### src/rtl/mac_frame_encoder.sv
// Rebuilds a wire-order 802.3 frame (preamble, SFD, DA, SA, TYPE, payload, pad) from a header word and body bytes.
// Build option: define MAC_ENC_FCS_EN to append the CRC-32 FCS; otherwise the frame ends at the last payload/pad byte.
module mac_frame_encoder #(
    parameter int HEADER_DWIDTH = 128,
    parameter int MIN_PAYLOAD   = 46,
    parameter int MAX_PAYLOAD   = 1500,
    parameter int GEN_PREAMBLE  = 1
) (
    input  logic                     clk,
    input  logic                     arst_n,
    input  logic [HEADER_DWIDTH-1:0] h_fifo_dout,
    input  logic                     h_fifo_empty,
    output logic                     h_fifo_rden,
    input  logic [7:0]               b_fifo_dout,
    input  logic                     b_fifo_del,
    input  logic                     b_fifo_empty,
    output logic                     b_fifo_rden,
    output logic [7:0]               o_fifo_din,
    output logic                     o_fifo_wren,
    output logic                     o_fifo_del,
    input  logic                     o_fifo_afull,
    output logic [3:0]               o_port_mask,
    output logic                     busy,
    output logic                     err_oversize
);
    localparam logic [3:0] S_IDLE  = 4'd0;
    localparam logic [3:0] S_HLOAD = 4'd1;
    localparam logic [3:0] S_PRE   = 4'd2;
    localparam logic [3:0] S_SFD   = 4'd3;
    localparam logic [3:0] S_HDR   = 4'd4;
    localparam logic [3:0] S_BRD   = 4'd5;
    localparam logic [3:0] S_BWR   = 4'd6;
    localparam logic [3:0] S_PAD   = 4'd7;
    localparam logic [3:0] S_FCS   = 4'd8;
    localparam logic [10:0] MIN_C  = 11'(MIN_PAYLOAD);
    localparam logic [10:0] MAX_C  = 11'(MAX_PAYLOAD);

    logic [3:0]   state_q, state_d;
    logic [3:0]   cnt_q;
    logic         run_q, busy_q, ovs_q;
    logic [3:0]   mask_q;
    logic [111:0] hdr_q;
    logic [10:0]  pay_q;
    logic         wr_s, last_s, hold_s, drop_s, fire_s, pay_inc_s;
    logic         h_rden_s, b_rden_s;
    logic [7:0]   byte_s;
    logic         hdr_unused_s;

    assign hdr_unused_s = ^h_fifo_dout[HEADER_DWIDTH-113:4];

`ifdef MAC_ENC_FCS_EN
    logic [31:0] crc_q;

    function automatic logic [31:0] crc32_byte(input logic [31:0] c, input logic [7:0] d);
        logic [31:0] r;
        r = c;
        for (int i = 0; i < 8; i++) begin
            r = (r[0] ^ d[i]) ? ((r >> 1) ^ 32'hEDB88320) : (r >> 1);
        end
        return r;
    endfunction
`else
    // Without FCS the last kept byte of an oversize frame is held back so it can carry the del mark.
    logic [7:0] tail_q;
`endif

    // Next-state and per-cycle output byte selection
    always_comb begin
        state_d  = state_q;
        wr_s     = 1'b0;
        last_s   = 1'b0;
        hold_s   = 1'b0;
        drop_s   = 1'b0;
        byte_s   = 8'h00;
        h_rden_s = 1'b0;
        b_rden_s = 1'b0;
        case (state_q)
            S_IDLE: begin
                h_rden_s = run_q && !h_fifo_empty;
                state_d  = h_rden_s ? S_HLOAD : S_IDLE;
            end
            S_HLOAD: state_d = (GEN_PREAMBLE != 0) ? S_PRE : S_HDR;
            S_PRE: begin
                wr_s    = 1'b1;
                byte_s  = 8'h55;
                state_d = (!o_fifo_afull && cnt_q == 4'd6) ? S_SFD : S_PRE;
            end
            S_SFD: begin
                wr_s    = 1'b1;
                byte_s  = 8'hD5;
                state_d = o_fifo_afull ? S_SFD : S_HDR;
            end
            S_HDR: begin
                wr_s    = 1'b1;
                byte_s  = hdr_q[111:104];
                state_d = (!o_fifo_afull && cnt_q == 4'd13) ? S_BRD : S_HDR;
            end
            S_BRD: begin
                b_rden_s = !b_fifo_empty && !o_fifo_afull;
                state_d  = b_rden_s ? S_BWR : S_BRD;
            end
            S_BWR: begin
                if (pay_q >= MAX_C) begin
                    drop_s = 1'b1;
                end
`ifndef MAC_ENC_FCS_EN
                else if (pay_q == MAX_C - 11'd1 && !b_fifo_del) begin
                    hold_s = 1'b1;
                end
`endif
                else begin
                    wr_s   = 1'b1;
                    byte_s = b_fifo_dout;
`ifndef MAC_ENC_FCS_EN
                    last_s = b_fifo_del && (pay_q >= MIN_C - 11'd1);
`endif
                end
                if (wr_s && o_fifo_afull) begin
                    state_d = S_BWR;
                end else if (last_s) begin
                    state_d = S_IDLE;
                end else if (b_fifo_del) begin
                    state_d = S_PAD;
                end else begin
                    state_d = S_BRD;
                end
            end
            S_PAD: begin
                if (pay_q < MIN_C) begin
                    wr_s = 1'b1;
`ifdef MAC_ENC_FCS_EN
                    state_d = (!o_fifo_afull && pay_q == MIN_C - 11'd1) ? S_FCS : S_PAD;
`else
                    last_s  = (pay_q == MIN_C - 11'd1);
                    state_d = (!o_fifo_afull && last_s) ? S_IDLE : S_PAD;
`endif
                end else begin
`ifdef MAC_ENC_FCS_EN
                    state_d = S_FCS;
`else
                    wr_s    = 1'b1;
                    byte_s  = tail_q;
                    last_s  = 1'b1;
                    state_d = o_fifo_afull ? S_PAD : S_IDLE;
`endif
                end
            end
`ifdef MAC_ENC_FCS_EN
            S_FCS: begin
                wr_s    = 1'b1;
                byte_s  = ~crc_q[7:0];
                last_s  = (cnt_q == 4'd3);
                state_d = (!o_fifo_afull && last_s) ? S_IDLE : S_FCS;
            end
`endif
            default: state_d = S_IDLE;
        endcase
    end

    assign fire_s    = wr_s && !o_fifo_afull;
    assign pay_inc_s = ((fire_s && (state_q == S_BWR || state_q == S_PAD)) || hold_s) && (pay_q < MAX_C);

    assign h_fifo_rden  = h_rden_s;
    assign b_fifo_rden  = b_rden_s;
    assign o_fifo_din   = byte_s;
    assign o_fifo_wren  = fire_s;
    assign o_fifo_del   = fire_s && last_s;
    assign err_oversize = fire_s && last_s && ovs_q;
    assign o_port_mask  = mask_q;
    assign busy         = busy_q;

    // FSM, byte counter, latched header and payload bookkeeping
    always_ff @(posedge clk or negedge arst_n) begin
        if (!arst_n) begin
            state_q <= S_IDLE;
            cnt_q   <= 4'd0;
            run_q   <= 1'b0;
            busy_q  <= 1'b0;
            mask_q  <= 4'h0;
            hdr_q   <= 112'd0;
            pay_q   <= 11'd0;
            ovs_q   <= 1'b0;
        end else begin
            state_q <= state_d;
            run_q   <= 1'b1;
            busy_q  <= (state_d != S_IDLE);
            cnt_q   <= (state_d != state_q) ? 4'd0 : (fire_s ? cnt_q + 4'd1 : cnt_q);
            if (state_q == S_HLOAD) begin
                mask_q <= h_fifo_dout[3:0];
                hdr_q  <= h_fifo_dout[HEADER_DWIDTH-1 -: 112];
                pay_q  <= 11'd0;
                ovs_q  <= 1'b0;
            end else begin
                if (fire_s && state_q == S_HDR) hdr_q <= {hdr_q[103:0], 8'h00};
                if (pay_inc_s) pay_q <= pay_q + 11'd1;
                if (drop_s) ovs_q <= 1'b1;
            end
        end
    end

`ifdef MAC_ENC_FCS_EN
    // Running CRC over DA..pad; shifted out (unchanged) during FCS
    always_ff @(posedge clk or negedge arst_n) begin
        if (!arst_n) begin
            crc_q <= 32'hFFFF_FFFF;
        end else if (state_q == S_HLOAD) begin
            crc_q <= 32'hFFFF_FFFF;
        end else if (fire_s && state_q == S_FCS) begin
            crc_q <= {8'hFF, crc_q[31:8]};
        end else if (fire_s && (state_q == S_HDR || state_q == S_BWR || state_q == S_PAD)) begin
            crc_q <= crc32_byte(crc_q, byte_s);
        end
    end
`else
    // Capture of the held-back final kept byte
    always_ff @(posedge clk or negedge arst_n) begin
        if (!arst_n) begin
            tail_q <= 8'h00;
        end else if (hold_s) begin
            tail_q <= b_fifo_dout;
        end
    end
`endif

endmodule
### config.mk
export PLATFORM = sky130hd
export DESIGN_NAME = mac_frame_encoder
export DESIGN_NICKNAME = d
export VERILOG_FILES = /design/src/rtl/mac_frame_encoder.sv
export SDC_FILE = /design/constraint.sdc
export NUM_CORES = 1
export LEC_CHECK = 0
export ABC_AREA = 1
export BUFFER_PORTS_ARGS = -buffer_cell sky130_fd_sc_hd__buf_2
export CORE_AREA = 2 2 149 151
export CTS_BUF_LIST = sky130_fd_sc_hd__clkbuf_4 sky130_fd_sc_hd__clkbuf_8 sky130_fd_sc_hd__clkbuf_16
export DETAILED_ROUTE_END_ITERATION = 10
export DIE_AREA = 0 0 151 153
export GPL_ROUTABILITY_DRIVEN = 0
export PLACE_DENSITY = 0.61
export SYNTH_ARGS = -nofsm -noshare
export SYNTH_HDL_FRONTEND = slang
export SYNTH_SLANG_ARGS = --single-unit
### constraint.sdc
create_clock -name clk -period 5.5 [get_ports clk]
set_input_delay 0.55 -clock clk [delete_from_list [all_inputs] [get_ports clk]]
set_output_delay 0.55 -clock clk [all_outputs]
set_load 0.1 [all_outputs]
==> results of run 1 <==
==> worst max-delay path, delay by kind of cell (launching register included) <==
family,cells,cell delay (ns)
buffers and inverters,3,0.97
DFF,1,0.50
AOI/OAI and AO/OA,2,0.24
and+or+nand+nor,2,1.29
==> metal layers <==
layer	vias up	part of all wire, %
met5	-	0
met2	140	46
met1	2916	47
met3	22	5.4
met4	0	1.7
li1	3230	-
==> worst max-delay path by stage <==
| stage | start | to |
|---|---|---|
| after floorplan | pay_q[0]$_DFFE_PN0P_ | err_oversize |
| after global placement | state_q[0]$_DFF_PN0_ | hdr_q[109]$_DFFE_PN0P_ |
| after detailed placement | state_q[0]$_DFF_PN0_ | hdr_q[109]$_DFFE_PN0P_ |
| after CTS | state_q[0]$_DFF_PN0_ | hdr_q[109]$_DFFE_PN0P_ |
| after global routing | state_q[0]$_DFF_PN0_ | hdr_q[109]$_DFFE_PN0P_ |
| final | state_q[0]$_DFF_PN0_ | hdr_q[109]$_DFFE_PN0P_ |
==> layout make-up <==
| cell class | instances | area (um2) | share of cell area, % |
|---|---|---|---|
| flip-flops and latches | 145 | 3630 | 41.1 |
| multi-input cells | 586 | 3030 | 34.3 |
| repair buffers | 153 | 787 | 8.92 |
| inverters | 128 | 485 | 5.50 |
| clock buffers | 23 | 483 | 5.47 |
| well taps | 280 | 350 | 3.97 |
| clock inverters | 6 | 60.1 | 0.681 |
| diodes | 2 | 5.00 | 0.0567 |
==> report_power, final <==
part | switching [mW] | internal, mW | total, mW
Sequential | 0.172 | 1.49 | 1.66
Clock | 0.435 | 0.656 | 1.09
Combinational | 1.44 | 0.558 | 1.99
Total | 2.04 | 2.70 | 4.74
==> per-stage QoR <==
step	hold slack, ns	instance area [um2]	instances	setup WS [ns]	utilization (%)
after global routing	0.0736	8820	1321	1.89	41.0
after global placement	0.451	8280	1292	2.20	38.5
after CTS	0.0654	8820	1321	2.17	41.0
after detailed placement	0.457	8280	1292	2.20	38.5
after floorplan	0.254	7430	912	1.62	-
final	0.0560	8820	1323	2.10	41.1
==> cell usage after synthesis, types with 4 or more instances <==
master	instances	area [um2]
nor3_1	7	35.0
nand2_1	234	878
nor2_1	64	240
o211ai_1	51	383
a21oi_1	9	45.0
buf_2	8	40.0
o221ai_1	5	43.8
o21ai_1	80	400
nand3_1	26	130
o31ai_1	4	30.0
buf_6	12	135
buf_1	10	37.5
a31oi_1	26	163
dfrtp_1	145	3630
inv_2	4	15.0
nand2_2	4	25.0
xor2_1	7	61.3
inv_1	124	465
o21ai_0	28	140
o211ai_2	20	250
clkbuf_1	20	75.1
==> registers in the layout, summed over array words and instances, names as in the netlist <==
name	flops
busy	1
cnt_q	4
hdr_q	112
o_port_mask	4
ovs_q	1
pay_q	11
run_q	1
state_q	3
tail_q	8
==> cells in the final DEF (no fill, tap or decap), types with 5 or more instances in the layout <==
| cell | netlist | final |
|---|---|---|
| nor2_1 | 64 | 64 |
| buf_4 | 3 | 6 |
| dfrtp_1 | 145 | 145 |
| buf_2 | 8 | 146 |
| a21oi_1 | 9 | 9 |
| clkbuf_16 | 0 | 17 |
| inv_1 | 124 | 123 |
| nand2_1 | 234 | 234 |
| o211ai_2 | 20 | 20 |
| nor3_1 | 7 | 6 |
| xor2_1 | 7 | 7 |
| o221ai_1 | 5 | 5 |
| a31oi_1 | 26 | 26 |
| o211ai_1 | 51 | 51 |
| o21ai_0 | 28 | 28 |
| nand3_1 | 26 | 26 |
| o21ai_1 | 80 | 80 |
==> logic make-up (layout without fill, tap and decap cells) <==
family	after synthesis	after routing	share of synthesized area, %
and+or+nand+nor	347	347	19.0
xor gates and xnor gates	7	7	0.825
AOI/OAI and AO/OA	228	228	20.1
adders and majority gates	3	3	0.505
buffers and inverters	181	310	10.6
other	1	3	0.0505
DFF	145	145	48.8
==> impl_metrics.toml, run 1 <==
[worst_setup_path]
worstPathCellList = "inv_2 > nor3_2 > inv_6 > nand2_8 > buf_4 > o211ai_1 > o21ai_1"
crit_slowest_cell = "nand2_8"
cpPeakStageDelay_ns = 0.69
startpoint_type = "register"
cp.arrival_ns = 3.71
r2r_start = "state_q[0]$_DFF_PN0_"
r2r_end = "hdr_q[109]$_DFFE_PN0P_"
critPathRequiredTime_ns = 5.81
r2r_slack_ns = 2.10
rr_worst_depth = 7
worst_setup_path_end_kind = "register"
path_class = "reg -> reg"
cp_max_fo = 164

[min_path]
worstHoldPathType = "in -> async"

[clocking]
numClockSinks = 145
cts_hold_buf = 0
cts_tree = "yes"
cts_root_buffer = "clkbuf_16"
postCtsSetupRepairBufs = 0
clk_pin_slew_worst_paths_ns = 0.06
clockBufferDepth = 2
cts_resized = 0
htreeDepth = 4
cts_made_buffers = 17
clkLatencyLatePin_ns = 0.41

[global_routing]
grt_max_degree = 165
busiest_layer = "met2"
met3_usage_pct = 4.42
grt_pass1_vias = 6063
grtUsageTotal_pct = 15.9
grt_antenna_before_repair = 2
met1_usage_pct = 21.5
grt_overflow = 0
gr-usage-met2_pct = 24.6
grt_pass1_wl_um = 29500

[floorplanning]
die_w_um = 151
fp.dieH_um = 153
rows = 54
pin_count = 160
initial_core_util_pct = 34.6
die_area_um2 = 23100
core-area_um2 = 21500

[layout]
drive_above_1_share_pct = 20.9
fin_nets = 1176
final.fill_count = 2222
syn2layout_area_growth_pct = 18.8

[sta]
timing.final.crit_period_ns = 3.40
fmax_mhz = 294
rsz0062_at_grt = "false"
fin_crit_sh_pct = 61.8
relSlewSlack_pct = 27.6
tns_ns = 0
hold_viol = 0
clock-skew-final_ns = 0.00705
setup_viol = 0
drv_slew = 0
worstMarginPinSlew_ns = 1.09

[detailed_routing]
ant_nets = 0
viasPerCell = 4.77
wl_per_cell_um = 13.4
drt_iter0_markers = 389
vias = 6308
first_pass_iters = 5
wirelength_um = 17700
drc = 0

[placement]
dp_hpwl_um = 11900
io_buffers = 147

[synth]
ys_types = 38
synth.net_count = 1057
ys_seq_area_share_pct = 48.8
yosys_warnings = 0
synth-seq-cells = 145
synth_enable_flop_cells = 0
synthArstFlopShare_pct = 100
synthFlopType = "dfrtp_1"
synth_area_um2 = 7430
syn_avg_cell_area_um2 = 8.15
synth_cells = 912

[power]
power_density_nw_per_um2 = 538
finalPower_mw = 4.74
ir_drop_v = 0.000253
p_leak_nw = 4.55

[run_status]
status = "complete, no violations"

[job]
drv_cap = 0
(Power assumes the default switching activity.)
==> run 2, diff against run 1 <==
Clock period 5.5 ns to 3.46 ns, I/O delays scaled along.
==> impl_metrics.toml, run 2 (synthesis gave the netlist of run 1 again) <==
[power]
p_sw_mw = 3.31
power_density_nw_per_um2 = 883
p_leak_nw = 4.64
combPwrFrac_pct = 40.2
finalPower_mw = 7.96
swShare_pct = 41.7
ir_drop_v = 0.000418
seqPwrFrac_pct = 33.1
internal-power_mw = 4.64
clock_power_share_pct = 26.6

[worst_setup_path]
critPathRequiredTime_ns = 3.11
cpPeakStageDelay_ns = 0.47
cp.arrival_ns = 2.75
crit_slowest_cell = "buf_2"
cp_max_fo = 7
crit_family = "simple AND/OR/NAND/NOR gates"
startpoint_type = "register"
path_class = "reg -> out"
worst_setup_path_end_kind = "output pin"
critical_path_buf_inv_count = 3
worstPathCellList = "nand2_2 > inv_1 > nand3_1 > nand2_1 > nor2_1 > nand3_1 > inv_1 > nand2_1 > o221ai_1 > buf_2"

[detailed_routing]
wirelength_um = 17700
drc = 0
first_pass_iters = 5
vias = 6273
ant_nets = 0
drt_iter0_markers = 325
wl_per_cell_um = 13.3
viasPerCell = 4.73

[sta]
holdWs_ns = 0.134
rsz0062_at_grt = "false"
clock-skew-final_ns = 0.00910
fmax_mhz = 323
tns_ns = 0
timing.final.crit_period_ns = 3.10
relSlewSlack_pct = 56.5
worstMarginPinSlew_ns = 0.652
setup_viol = 0
worst_slack_ns = 0.362
drv_slew = 0
fin_crit_sh_pct = 89.5
hold_viol = 0

[clocking]
cts_tree = "yes"
clockBufferDepth = 2
numClockSinks = 145
clk_pin_slew_worst_paths_ns = 0.06
clkLatencyLatePin_ns = 0.42
cts_resized = 0
cts_root_buffer = "clkbuf_16"
htreeDepth = 4
cts_made_buffers = 17

[layout]
fin_nets = 1178
layout_commonest_cell = "nand2_1"
regMostFlops = "hdr_q"
largest_reg_flops = 112
top_regs = "hdr_q: 112 flops, pay_q: 11 flops, tail_q: 8 flops"
syn2layout_area_growth_pct = 21.2
drive_above_1_share_pct = 21.3
final.fill_count = 2248
layout_common_cells = "nand2_1 (234), buf_2 (146), dfrtp_1 (145)"
fin_cells = 1326
antenna_cells = 0

[run_status]
status = "complete, no violations"

[floorplanning]
fp.dieH_um = 153
core-area_um2 = 21500
pin_count = 160
die_area_um2 = 23100
die_w_um = 151
rows = 54
initial_core_util_pct = 34.6

[global_routing]
grt_overflow = 0
grt_pass1_wl_um = 29100
grt_pass1_vias = 5915
grtUsageTotal_pct = 15.7
grt_antenna_before_repair = 1
grt_max_degree = 146

[placement]
io_buffers = 147
post-place-cells = 1293
pre_cts_ws_ns = 0.720
dp_hpwl_um = 11900

[min_path]
worstHoldPathType = "in -> reg"

[job]
drv_cap = 0
==> run 2: metrics by stage <==
step / cell area (um2) / utilization, %
3_5_place_dp: 8330 / 38.8
5_1_grt: 9010 / 41.9
2_1_floorplan: 7440 / -
6_report: 9010 / 41.9
3_3_place_gp: 8330 / 38.8
4_1_cts: 9010 / 41.9
==> run 2: worst paths after layout <==
check,from,end,slack (ns),depth (start not counted)
worst max register to register,pay_q[0]$_DFFE_PN0P_,hdr_q[66]$_DFFE_PN0P_,0.70,11
worst min register to register,o_port_mask[3]$_DFFE_PN0P_,o_port_mask[3]$_DFFE_PN0P_,0.47,2
worst max-delay path,pay_q[7]$_DFFE_PN0P_,o_fifo_din[5],0.36,10
min in group asynchronous,arst_n,hdr_q[27]$_DFFE_PN0P_,0.45,2
worst min-delay path,h_fifo_dout[2],o_port_mask[2]$_DFFE_PN0P_,0.13,3
max in group asynchronous,arst_n,tail_q[6]$_DFFE_PN0P_,2.14,3
==> run 2: worst register-to-register path: cells and delay by family, from the launching register on <==
family / cells / cell delay [ns]
compound gates: 2 / 0.23
flops: 1 / 0.50
simple gates: 6 / 1.02
fa+ha+maj: 1 / 0.31
buf+inv: 2 / 0.58
==> run 2: layer usage <==
metal	up-vias	GRT usage, %	routed length [um]
met5	-	0	13
met4	2	5.07	264
met3	20	4.03	790
met2	129	25.2	8430
met1	2894	20.8	8190
li1	3228	-	-
==> run 2: final cells by class <==
| class | count | area (um2) | share of cell area [%] |
|---|---|---|---|
| Clock inverter | 14 | 234 | 2.60 |
| Tap cell | 280 | 350 | 3.89 |
| Inverter | 128 | 485 | 5.39 |
| Clock buffer | 18 | 439 | 4.87 |
| Multi-Input combinational cell | 586 | 3030 | 33.6 |
| Timing Repair Buffer | 155 | 842 | 9.35 |
| Sequential cell | 145 | 3630 | 40.3 |
==> run 2: repair_timing <==
action,CTS,global route
hold buffers,1,0
buffers inserted,0,0
hold endpoints to repair,56,0
==> run 2: power groups by stage <==
stage,Clock [mW],Combinational [mW],Sequential (mW)
floorplan,0,2.52,2.79
global placement,0,3.19,2.65
detailed placement,0,3.24,2.67
CTS,2.18,3.25,2.64
global route,2.26,3.61,2.70
finish,2.12,3.20,2.64
==> run 3, diff against run 2 <==
Settings changed: CORE_AREA 2 2 149 151 to 2 2 140 142, DIE_AREA 0 0 151 153 to 0 0 142 144, PLACE_DENSITY 0.61 to 0.67.
==> impl_metrics.toml, run 3 (synthesis gave the netlist of run 1 again) <==
[layout]
fin_cells = 1282
top_regs = "hdr_q: 112 flops, pay_q: 11 flops, tail_q: 8 flops"
antenna_cells = 0
syn2layout_area_growth_pct = 19.3
drive_above_1_share_pct = 21.3
final.fill_count = 1886
layout_common_cells = "nand2_1 (234), buf_2 (146), dfrtp_1 (145)"
regMostFlops = "hdr_q"
largest_reg_flops = 112
fin_area_um2 = 8860
final_core_util_pct = 46.4
fin_nets = 1176
layout_commonest_cell = "nand2_1"

[detailed_routing]
ant_nets = 0
wirelength_um = 17000
first_pass_iters = 5
drc = 0
drt_iter0_markers = 521
viasPerCell = 4.95
vias = 6340
wl_per_cell_um = 13.3

[sta]
relSlewSlack_pct = 40.1
rsz0062_at_grt = "false"
worstMarginPinSlew_ns = 0.898
worst_slack_ns = 0.408
hold_viol = 1
holdWs_ns = -0.0145
drv_slew = 0
tns_ns = 0
setup_viol = 0
clock-skew-final_ns = 0.00792
fin_crit_sh_pct = 88.2
fmax_mhz = 328
timing.final.crit_period_ns = 3.05

[placement]
place_area_um2 = 8270
pre_cts_ws_ns = 0.732
dp_hpwl_um = 11400
io_buffers = 147
post-place-cells = 1250

[global_routing]
grtUsageTotal_pct = 17.2
grt_overflow = 0
grt_pass1_vias = 5869
grt_antenna_before_repair = 0
grt_max_degree = 184
grt_pass1_wl_um = 28300

[worst_setup_path]
r2r_slack_ns = 0.73
startpoint_type = "register"
critPathRequiredTime_ns = 3.11
cp_max_fo = 7
cp.arrival_ns = 2.71
worst_setup_path_end_kind = "output pin"
r2r_end = "hdr_q[66]$_DFFE_PN0P_"
rr_worst_depth = 11
crit_start = "pay_q[7]$_DFFE_PN0P_"
path_class = "reg -> out"
r2r_start = "pay_q[0]$_DFFE_PN0P_"

[floorplanning]
core-area_um2 = 19100
fp.dieH_um = 144
die_w_um = 142
pin_count = 160
initial_core_util_pct = 38.9
rows = 51
die_area_um2 = 20400

[job]
drv_cap = 0

[clocking]
numClockSinks = 145
clkLatencyLatePin_ns = 0.42
clockBufferDepth = 2
cts_resized = 0
clk_pin_slew_worst_paths_ns = 0.06
postCtsSetupRepairBufs = 0
cts_root_buffer = "clkbuf_16"
htreeDepth = 4
cts_tree = "yes"
cts_made_buffers = 17
cts_hold_buf = 0

[run_status]
violations = "negative hold slack"
status = "finished with violations"

[min_path]
worstHoldPathType = "in -> async"

[power]
ir_drop_v = 0.000356
power_density_nw_per_um2 = 868
p_leak_nw = 4.59
## run 3: changes by cell type in the layout (fill, tap and decap cells not counted), moves of 2 or more
cell        before  now
bufinv_16        6    2
clkbuf_8         1    4
clkinvlp_4       1    3
inv_6            3    1
## run 3: through the flow
step / power, mW / hold slack [ns]
final: 7.69 / -0.0145
after floorplan: 5.32 / 0.0504
after global routing: 8.29 / 0.0542
after detailed placement: 5.90 / 0.453
after CTS: 7.80 / 0.0296
after global placement: 5.82 / 0.451
## run 3: cell type report
cell class	instances	area, um2	area share, %
well taps	238	298	3.36
clock buffers	22	488	5.51
inverters	128	485	5.48
repair buffers	153	825	9.30
flip-flops and latches	145	3630	40.9
multi-input cells	586	3030	34.2
clock inverters	10	108	1.21
## run 3: metal layers
layer | up-vias | wire length (um) | track usage (%)
li1 | 3228 | - | -
met1 | 2957 | 8060 | 23.6
met2 | 138 | 8070 | 27.1
met3 | 17 | 682 | 3.81
met4 | 0 | 222 | 5.42
met5 | - | 0 | 0
## run 3: worst max-delay path by stage
stage                            endpoint  slack (ns)  cells past startpoint
floorplan                   o_fifo_din[1]       -0.20                      7
global placement    hdr_q[66]$_DFFE_PN0P_        0.75                     11
detailed placement  hdr_q[66]$_DFFE_PN0P_        0.73                     11
CTS                         o_fifo_din[5]        0.36                     10
global route                o_fifo_din[5]        0.12                     10
finish                      o_fifo_din[5]        0.41                     10
## run 3: critical path, stage by stage, from the launching register on
cell	delay (ns)
dfrtp_1	0.44
nand2_2	0.14
inv_1	0.09
nand3_1	0.08
nand2_1	0.05
nor2_1	0.30
nand3_1	0.36
inv_1	0.17
nand2_1	0.08
o221ai_1	0.10
buf_2	0.48
## run 3: power breakdown
| part | total, mW | internal, mW | leakage, nW | switching [mW] |
|---|---|---|---|---|
| Sequential | 2.64 | 2.36 | 1.82 | 0.279 |
| Combinational | 3.20 | 0.908 | 2.48 | 2.29 |
| Clock | 1.86 | 1.14 | 0.291 | 0.716 |
